$ cat src/rtl/cpu_pkg.sv
// Shared CPU front-end types: the fetch-queue entry, the canonical NOP and PC alignment.
package cpu_pkg;

   localparam int          CPU_XLEN  = 32;
   localparam logic [31:0] NOP_INSTR = 32'h0000_0013;

   typedef struct packed {
      logic [CPU_XLEN-1:0] pc;
      logic [31:0]         instr;
      logic                filled;
   } fetch_entry_t;

   function automatic logic [CPU_XLEN-1:0] align_pc(input logic [CPU_XLEN-1:0] addr);
      return {addr[CPU_XLEN-1:2], 2'b00};
   endfunction

endpackage

$ cat src/rtl/fetch_queue.sv
// In-order fetch queue: entries are allocated with their PC when the request is accepted
// and filled later by responses, oldest unfilled first; the head pops once it holds an instruction.
module fetch_queue
   import cpu_pkg::*;
#(
   parameter  int DEPTH = 2,
   localparam int PW    = $clog2(DEPTH),
   localparam int CW    = $clog2(DEPTH + 1)
) (
   input  logic                clk,
   input  logic                rst_n,
   input  logic                clear,
   input  logic                alloc,
   input  logic [CPU_XLEN-1:0] alloc_pc,
   input  logic                fill,
   input  logic [31:0]         fill_instr,
   input  logic                pop,
   output logic                head_valid,
   output logic                head_filled,
   output logic [CPU_XLEN-1:0] head_pc,
   output logic [31:0]         head_instr,
   output logic [CW-1:0]       occupancy,
   output logic [CW-1:0]       unfilled_count
);

   fetch_entry_t  entries_q [DEPTH];
   fetch_entry_t  entries_d [DEPTH];
   logic [PW-1:0] wr_ptr_q, wr_ptr_d;
   logic [PW-1:0] fill_ptr_q, fill_ptr_d;
   logic [PW-1:0] rd_ptr_q, rd_ptr_d;
   logic [CW-1:0] occ_q, occ_d;
   logic [CW-1:0] unf_q, unf_d;

   always_comb begin
      entries_d  = entries_q;
      wr_ptr_d   = wr_ptr_q;
      fill_ptr_d = fill_ptr_q;
      rd_ptr_d   = rd_ptr_q;
      occ_d      = occ_q;
      unf_d      = unf_q;
      if (clear) begin
         // Stale entry contents are left in place; the counters alone define what is live.
         wr_ptr_d   = '0;
         fill_ptr_d = '0;
         rd_ptr_d   = '0;
         occ_d      = '0;
         unf_d      = '0;
      end else begin
         if (alloc) begin
            entries_d[wr_ptr_q] = '{pc: alloc_pc, instr: NOP_INSTR, filled: 1'b0};
            wr_ptr_d            = wr_ptr_q + PW'(1);
         end
         if (fill) begin
            entries_d[fill_ptr_q].instr  = fill_instr;
            entries_d[fill_ptr_q].filled = 1'b1;
            fill_ptr_d                   = fill_ptr_q + PW'(1);
         end
         if (pop) begin
            rd_ptr_d = rd_ptr_q + PW'(1);
         end
         occ_d = occ_q + CW'(alloc) - CW'(pop);
         unf_d = unf_q + CW'(alloc) - CW'(fill);
      end
   end

   always_ff @(posedge clk or negedge rst_n) begin
      if (!rst_n) begin
         wr_ptr_q   <= '0;
         fill_ptr_q <= '0;
         rd_ptr_q   <= '0;
         occ_q      <= '0;
         unf_q      <= '0;
      end else begin
         wr_ptr_q   <= wr_ptr_d;
         fill_ptr_q <= fill_ptr_d;
         rd_ptr_q   <= rd_ptr_d;
         occ_q      <= occ_d;
         unf_q      <= unf_d;
      end
   end

   always_ff @(posedge clk) begin
      entries_q <= entries_d;
   end

   assign head_valid     = (occ_q != '0);
   assign head_filled    = entries_q[rd_ptr_q].filled;
   assign head_pc        = entries_q[rd_ptr_q].pc;
   assign head_instr     = entries_q[rd_ptr_q].instr;
   assign occupancy      = occ_q;
   assign unfilled_count = unf_q;

endmodule

$ cat src/rtl/if_stage.sv
// Instruction-fetch stage: owns the PC, issues in-order requests to a variable-latency memory,
// buffers responses in fetch_queue and drives the IF/ID register under stall and redirect control.
module if_stage
   import cpu_pkg::*;
#(
   parameter int              XLEN     = CPU_XLEN,
   parameter logic [XLEN-1:0] RESET_PC = '0,
   parameter int              QDEPTH   = 2
) (
   input  logic            clk,
   input  logic            rst_n,
   output logic            imem_req_valid,
   input  logic            imem_req_ready,
   output logic [XLEN-1:0] imem_req_addr,
   input  logic            imem_rsp_valid,
   input  logic [31:0]     imem_rsp_data,
   input  logic            pc_write,
   input  logic            if_id_write,
   input  logic            redirect_valid,
   input  logic [XLEN-1:0] redirect_pc,
   output logic            if_id_valid,
   output logic [XLEN-1:0] if_id_pc,
   output logic [31:0]     if_id_instr
);

   localparam int CW = $clog2(QDEPTH + 1);
   // Headroom for responses still owed by requests issued before back-to-back redirects.
   localparam int DW = CW + 3;

   logic [XLEN-1:0] pc_q, pc_d;
   logic [DW-1:0]   discard_q, discard_d;
   logic            if_id_valid_q, if_id_valid_d;
   logic [XLEN-1:0] if_id_pc_q, if_id_pc_d;
   logic [31:0]     if_id_instr_q, if_id_instr_d;

   logic            head_valid, head_filled;
   logic [XLEN-1:0] head_pc;
   logic [31:0]     head_instr;
   logic [CW-1:0]   occupancy, unfilled_count;

   logic req_valid, accept, disc_active, rsp_drop, rsp_fill, pop;

   assign req_valid   = rst_n & pc_write & ~redirect_valid & (occupancy < CW'(QDEPTH));
   assign accept      = req_valid & imem_req_ready;
   assign disc_active = (discard_q != '0);
   assign rsp_drop    = imem_rsp_valid & disc_active;
   assign rsp_fill    = imem_rsp_valid & ~disc_active & ~redirect_valid;
   // The head must already be filled at the start of the cycle; a same-cycle fill cannot pop.
   assign pop         = ~redirect_valid & if_id_write & head_valid & head_filled;

   fetch_queue #(.DEPTH(QDEPTH)) u_queue (
      .clk            (clk),
      .rst_n          (rst_n),
      .clear          (redirect_valid),
      .alloc          (accept),
      .alloc_pc       (pc_q),
      .fill           (rsp_fill),
      .fill_instr     (imem_rsp_data),
      .pop            (pop),
      .head_valid     (head_valid),
      .head_filled    (head_filled),
      .head_pc        (head_pc),
      .head_instr     (head_instr),
      .occupancy      (occupancy),
      .unfilled_count (unfilled_count)
   );

   always_comb begin
      pc_d          = pc_q;
      discard_d     = discard_q;
      if_id_valid_d = if_id_valid_q;
      if_id_pc_d    = if_id_pc_q;
      if_id_instr_d = if_id_instr_q;
      if (redirect_valid) begin
         pc_d          = align_pc(redirect_pc);
         // Every response still owed to a pre-redirect request must be dropped.
         discard_d     = DW'(unfilled_count) - DW'(imem_rsp_valid & ~disc_active)
                         + (disc_active ? (discard_q - DW'(imem_rsp_valid)) : '0);
         if_id_valid_d = 1'b0;
         if_id_pc_d    = '0;
         if_id_instr_d = NOP_INSTR;
      end else begin
         if (accept) begin
            pc_d = pc_q + XLEN'(4);
         end
         if (rsp_drop) begin
            discard_d = discard_q - DW'(1);
         end
         if (if_id_write) begin
            if (pop) begin
               if_id_valid_d = 1'b1;
               if_id_pc_d    = head_pc;
               if_id_instr_d = head_instr;
            end else begin
               if_id_valid_d = 1'b0;
               if_id_pc_d    = '0;
               if_id_instr_d = NOP_INSTR;
            end
         end
      end
   end

   always_ff @(posedge clk or negedge rst_n) begin
      if (!rst_n) begin
         pc_q          <= RESET_PC;
         discard_q     <= '0;
         if_id_valid_q <= 1'b0;
         if_id_pc_q    <= '0;
         if_id_instr_q <= NOP_INSTR;
      end else begin
         pc_q          <= pc_d;
         discard_q     <= discard_d;
         if_id_valid_q <= if_id_valid_d;
         if_id_pc_q    <= if_id_pc_d;
         if_id_instr_q <= if_id_instr_d;
      end
   end

   assign imem_req_valid = req_valid;
   assign imem_req_addr  = pc_q;
   assign if_id_valid    = if_id_valid_q;
   assign if_id_pc       = if_id_pc_q;
   assign if_id_instr    = if_id_instr_q;

   a_rsp_legal: assert property (@(posedge clk) disable iff (!rst_n)
      (imem_rsp_valid && !disc_active) |-> (unfilled_count != '0));

   a_occ_bound: assert property (@(posedge clk) disable iff (!rst_n)
      occupancy <= CW'(QDEPTH));

   a_redirect_no_req: assert property (@(posedge clk) disable iff (!rst_n)
      redirect_valid |-> !imem_req_valid);

endmodule
$ cat config.mk
export PLATFORM = sky130hd
export DESIGN_NAME = if_stage
export DESIGN_NICKNAME = d
export VERILOG_FILES = /design/src/rtl/cpu_pkg.sv /design/src/rtl/fetch_queue.sv /design/src/rtl/if_stage.sv
export SDC_FILE = /design/constraint.sdc
export NUM_CORES = 1
export LEC_CHECK = 0
export BUFFER_PORTS_ARGS = -buffer_cell sky130_fd_sc_hd__clkbuf_2
export CORE_MARGIN = 1.5
export CORE_UTILIZATION = 51
export DETAILED_ROUTE_END_ITERATION = 8
export PLACE_DENSITY = 0.78
export SLEW_MARGIN = 20
export SYNTH_ARGS = -nofsm -noshare
export SYNTH_HDL_FRONTEND = slang
export SYNTH_SLANG_ARGS = --single-unit
$ cat constraint.sdc
create_clock -name clk -period 2.5 [get_ports clk]
set_input_delay 0.375 -clock clk [delete_from_list [all_inputs] [get_ports clk]]
set_output_delay 0.375 -clock clk [all_outputs]
set_load 0.1 [all_outputs]
==> impl_metrics.yaml <==
run_status:
  status: "finished, violations left"
  violations: "negative setup slack"
placed_design:
  io_buffers: 164
  gp_congestion: 0.915
  dpl.hpwl_um: 16100
  place_inst: 1376
grt:
  grt_pass1_vias: 7863
  grt_max_degree: 73
  antenna_found_initial: 0
  grt_usage: 0.232
  grt-ovfl-total: 0
  grt_pass1_wl_um: 39800
synth:
  synthDistinctLibCells: 57
  synth_edf_count: 126
  yosys_warnings: 0
  synth.area.top_cells: "edfxtp_1 36%, dfrtp_1 25%, nand2_1 8.4%"
  syn_area_per_cell_um2: 11.0
  synth_top_cell_area_share: 0.361
  netlist.top_cell.by_area: "edfxtp_1"
  ys_seq_area_frac: 0.615
  synth_common_cells: "234 x nand2_1, 145 x o21ai_0, 126 x edfxtp_1, 103 x dfrtp_1, 67 x mux2i_1"
  yosysMostFrequentCell: "nand2_1"
  synth_area_um2: 10500
  synth-main-ff-cell: "edfxtp_1"
  syn_inst: 955
  ys_ff_latch: 232
  synthArstFlopShare: 0.457
final_layout:
  area_delta_synth_final_pct: 22.4
  nets: 1221
  diodes: 0
  stdcell_count: 1424
  final-seq-area_um2: 6450
  fillerInstances: 1581
  utilization: 0.636
  final_layout_size_suffix_gt1_frac: 0.256
  multi_input_area_um2: 3830
floorplanning:
  die_y_um: 146
  core-area_um2: 20200
  dieArea_um2: 21400
  die_x_um: 146
  rows: 52
  ios: 169
  start_util: 0.519
drt:
  routed_wl_um: 24800
  drc: 0
  first_iter_violations: 545
  drtAntennaViolNets: 0
  wl_per_cell_um: 17.4
  vias: 7928
  avgViaCountPerCell: 5.57
  dr.pass1.iters: 5
timing:
  clock.fmax_mhz: 397
  fin_ws_ps: -16.0
  rsz0062_at_grt: "yes"
  worst_pin_slew_ps: 923
  slew_headroom: 0.384
  fin_crit_ps: 2520
  skew_ps: 11.6
  finalHoldViolCount: 0
  slew_violations: 0
  setup_viol: 1
  post-route-period-util: 1.01
pwr:
  max-vdd-ir-drop_v: 0.000905
  p_sw_uw: 3070
  p_comb_frac: 0.223
  switching_share: 0.284
  leakage_uw: 0.00536
  intPower_uw: 7720
  clkPwrFrac: 0.358
  seqPwrFrac: 0.420
  p_per_area_nw_per_um2: 842
min_path:
  hp-class: "primary input to flip-flop"
worst_setup_path:
  critPathArrivalTime_ps: 2950
  worst_setup_path_start_kind: "flip-flop"
  path_cells: "inv_2 > ha_4 > buf_4 > nand3_2 > nor2_2 > nand2_1 > nand2_1 > ha_2 > inv_2 > fa_2 > nor2b_1 > o21a_1 > nor3_2 > or2_4 > o221ai_2"
  slowest_stage: "dfrtp_1"
  crit_fanout: 3
  cp_data_required_time_ps: 2930
  critPathMaxStageDelay_ps: 380
  crit_path_end_kind: "flip-flop"
  worst-setup-path-type: "flip-flop to flip-flop"
  r2r_slack_ps: -20
clock_network:
  clk_pin_slew_worst_paths_ps: 70
  clockBufferDepth: 3
  h-tree-depth: 1
  cts_tree: "done"
  cts_made_buffers: 24
  cts_num_sinks: 232
  clock_latency_ps: 510
  ctsRootBufferMaster: "clkbuf_16"
run:
  drv_cap: 0
==> kinds of logic (layout without fill, tap and decap cells) <==
family | after synthesis | in the layout | synth area share
flops | 232 | 232 | 0.615
compound gates | 202 | 202 | 0.109
xor+xnor | 12 | 12 | 0.0100
fa+ha+maj | 14 | 14 | 0.0174
buf+inv | 80 | 278 | 0.0332
other cells | 1 | 2 | 0.000358
simple gates | 347 | 347 | 0.151
mux | 67 | 67 | 0.0640
==> worst max-delay path: cells and delay by family, from the launching register on <==
| kind | cells | cell delay [ps] |
|---|---|---|
| buffers and inverters | 3 | 230 |
| DFF | 1 | 380 |
| and+or+nand+nor | 7 | 840 |
| AOI/OAI and AO/OA | 2 | 280 |
| adders and majority gates | 3 | 710 |
==> routing by layer <==
| layer | track usage | share of wire |
|---|---|---|
| met2 | 0.385 | 0.49 |
| met3 | 0.0297 | 0.051 |
| met4 | 0.0919 | 0.033 |
| met1 | 0.313 | 0.43 |
| met5 | 0 | 0 |
==> through the flow <==
stage	setup WS (ps)	power [uW]	hold WS [ps]	setup TNS, ps	cell area [um^2]
finish	-16.0	10800	83.2	-16.0	12800
global route	-185	11200	92.2	-185	12800
CTS	5.01	10700	74.4	0	12800
detailed placement	-57.7	6810	469	-57.7	11800
global placement	-40.2	6720	459	-40.2	11800
floorplan	-29.2	6120	79.4	-29.2	10500
==> state kept, by name, summed over array words and instances (netlist names) <==
| name | count |
|---|---|
| u_queue.unfilled_count | 2 |
| u_queue.rd_ptr_q | 1 |
| if_id_valid | 1 |
| u_queue.occupancy | 2 |
| imem_req_addr | 30 |
| discard_q | 5 |
| u_queue.entries_q | 126 |
| u_queue.fill_ptr_q | 1 |
| if_id_pc | 31 |
| if_id_instr | 32 |
| u_queue.wr_ptr_q | 1 |
==> path summary, 6_finish.rpt <==
kind                                              from                             to  cells after the start
max in group asynchronous                        rst_n   u_queue.rd_ptr_q$_DFFE_PN0P_                      4
max reg2reg                   discard_q[0]$_DFFE_PN0P_       discard_q[4]$_DFFE_PN0P_                     15
min in group asynchronous                        rst_n       discard_q[0]$_DFFE_PN0P_                      3
min reg2reg                if_id_instr[27]$_DFFE_PN0P_    if_id_instr[27]$_DFFE_PN0P_                      2
min                                    redirect_pc[17]  imem_req_addr[17]$_DFFE_PN0N_                      3
max                           discard_q[0]$_DFFE_PN0P_       discard_q[4]$_DFFE_PN0P_                     15
==> final cells by class <==
cell class                 instances  area share
sequential                       232       0.503
multi-input combinational        644       0.299
timing repair buffer             211      0.0970
tap                              270      0.0264
inverter                          23     0.00713
clock buffer                      38      0.0573
clock inverter                     6      0.0103
==> what timing repair did <==
| item | 4_1_cts | 5_1_grt |
|---|---|---|
| gates resized for setup | 6 | 12 |
| buffers inserted | 1 | 2 |
| cloned | 0 | 0 |
| setup endpoints to repair | 2 | 2 |
| endpoints found under the hold margin | 31 | 0 |
| pin swaps | 4 | 6 |
| hold buffers | 1 | 0 |
==> layout by cell type, fill, tap and decap left out, types with 5 or more instances in the layout <==
cell,count
a21oi_1,13
a32oi_1,5
and3_1,6
buf_12,5
buf_4,43
clkbuf_1,7
clkbuf_16,25
clkbuf_2,162
clkbuf_8,6
dfrtp_1,97
dfrtp_2,5
edfxtp_1,126
ha_1,7
ha_4,5
inv_1,16
inv_2,5
mux2i_1,67
nand2_1,233
nand3_1,17
nand4_1,8
nor2_1,26
nor3_1,8
nor4_1,5
o211ai_1,9
o21ai_0,143
o311ai_0,7
or4_1,6
xnor2_1,7
xor2_1,5
==> power groups by stage <==
stage	combinational, uW	sequential, uW	clock, uW
detailed placement	2220	4590	0
global placement	2150	4580	0
floorplan	1150	4970	0
CTS	2310	4520	3920
global route	2630	4560	4060
finish	2400	4530	3860
Note: power is estimated with default switching activity, not from simulation.
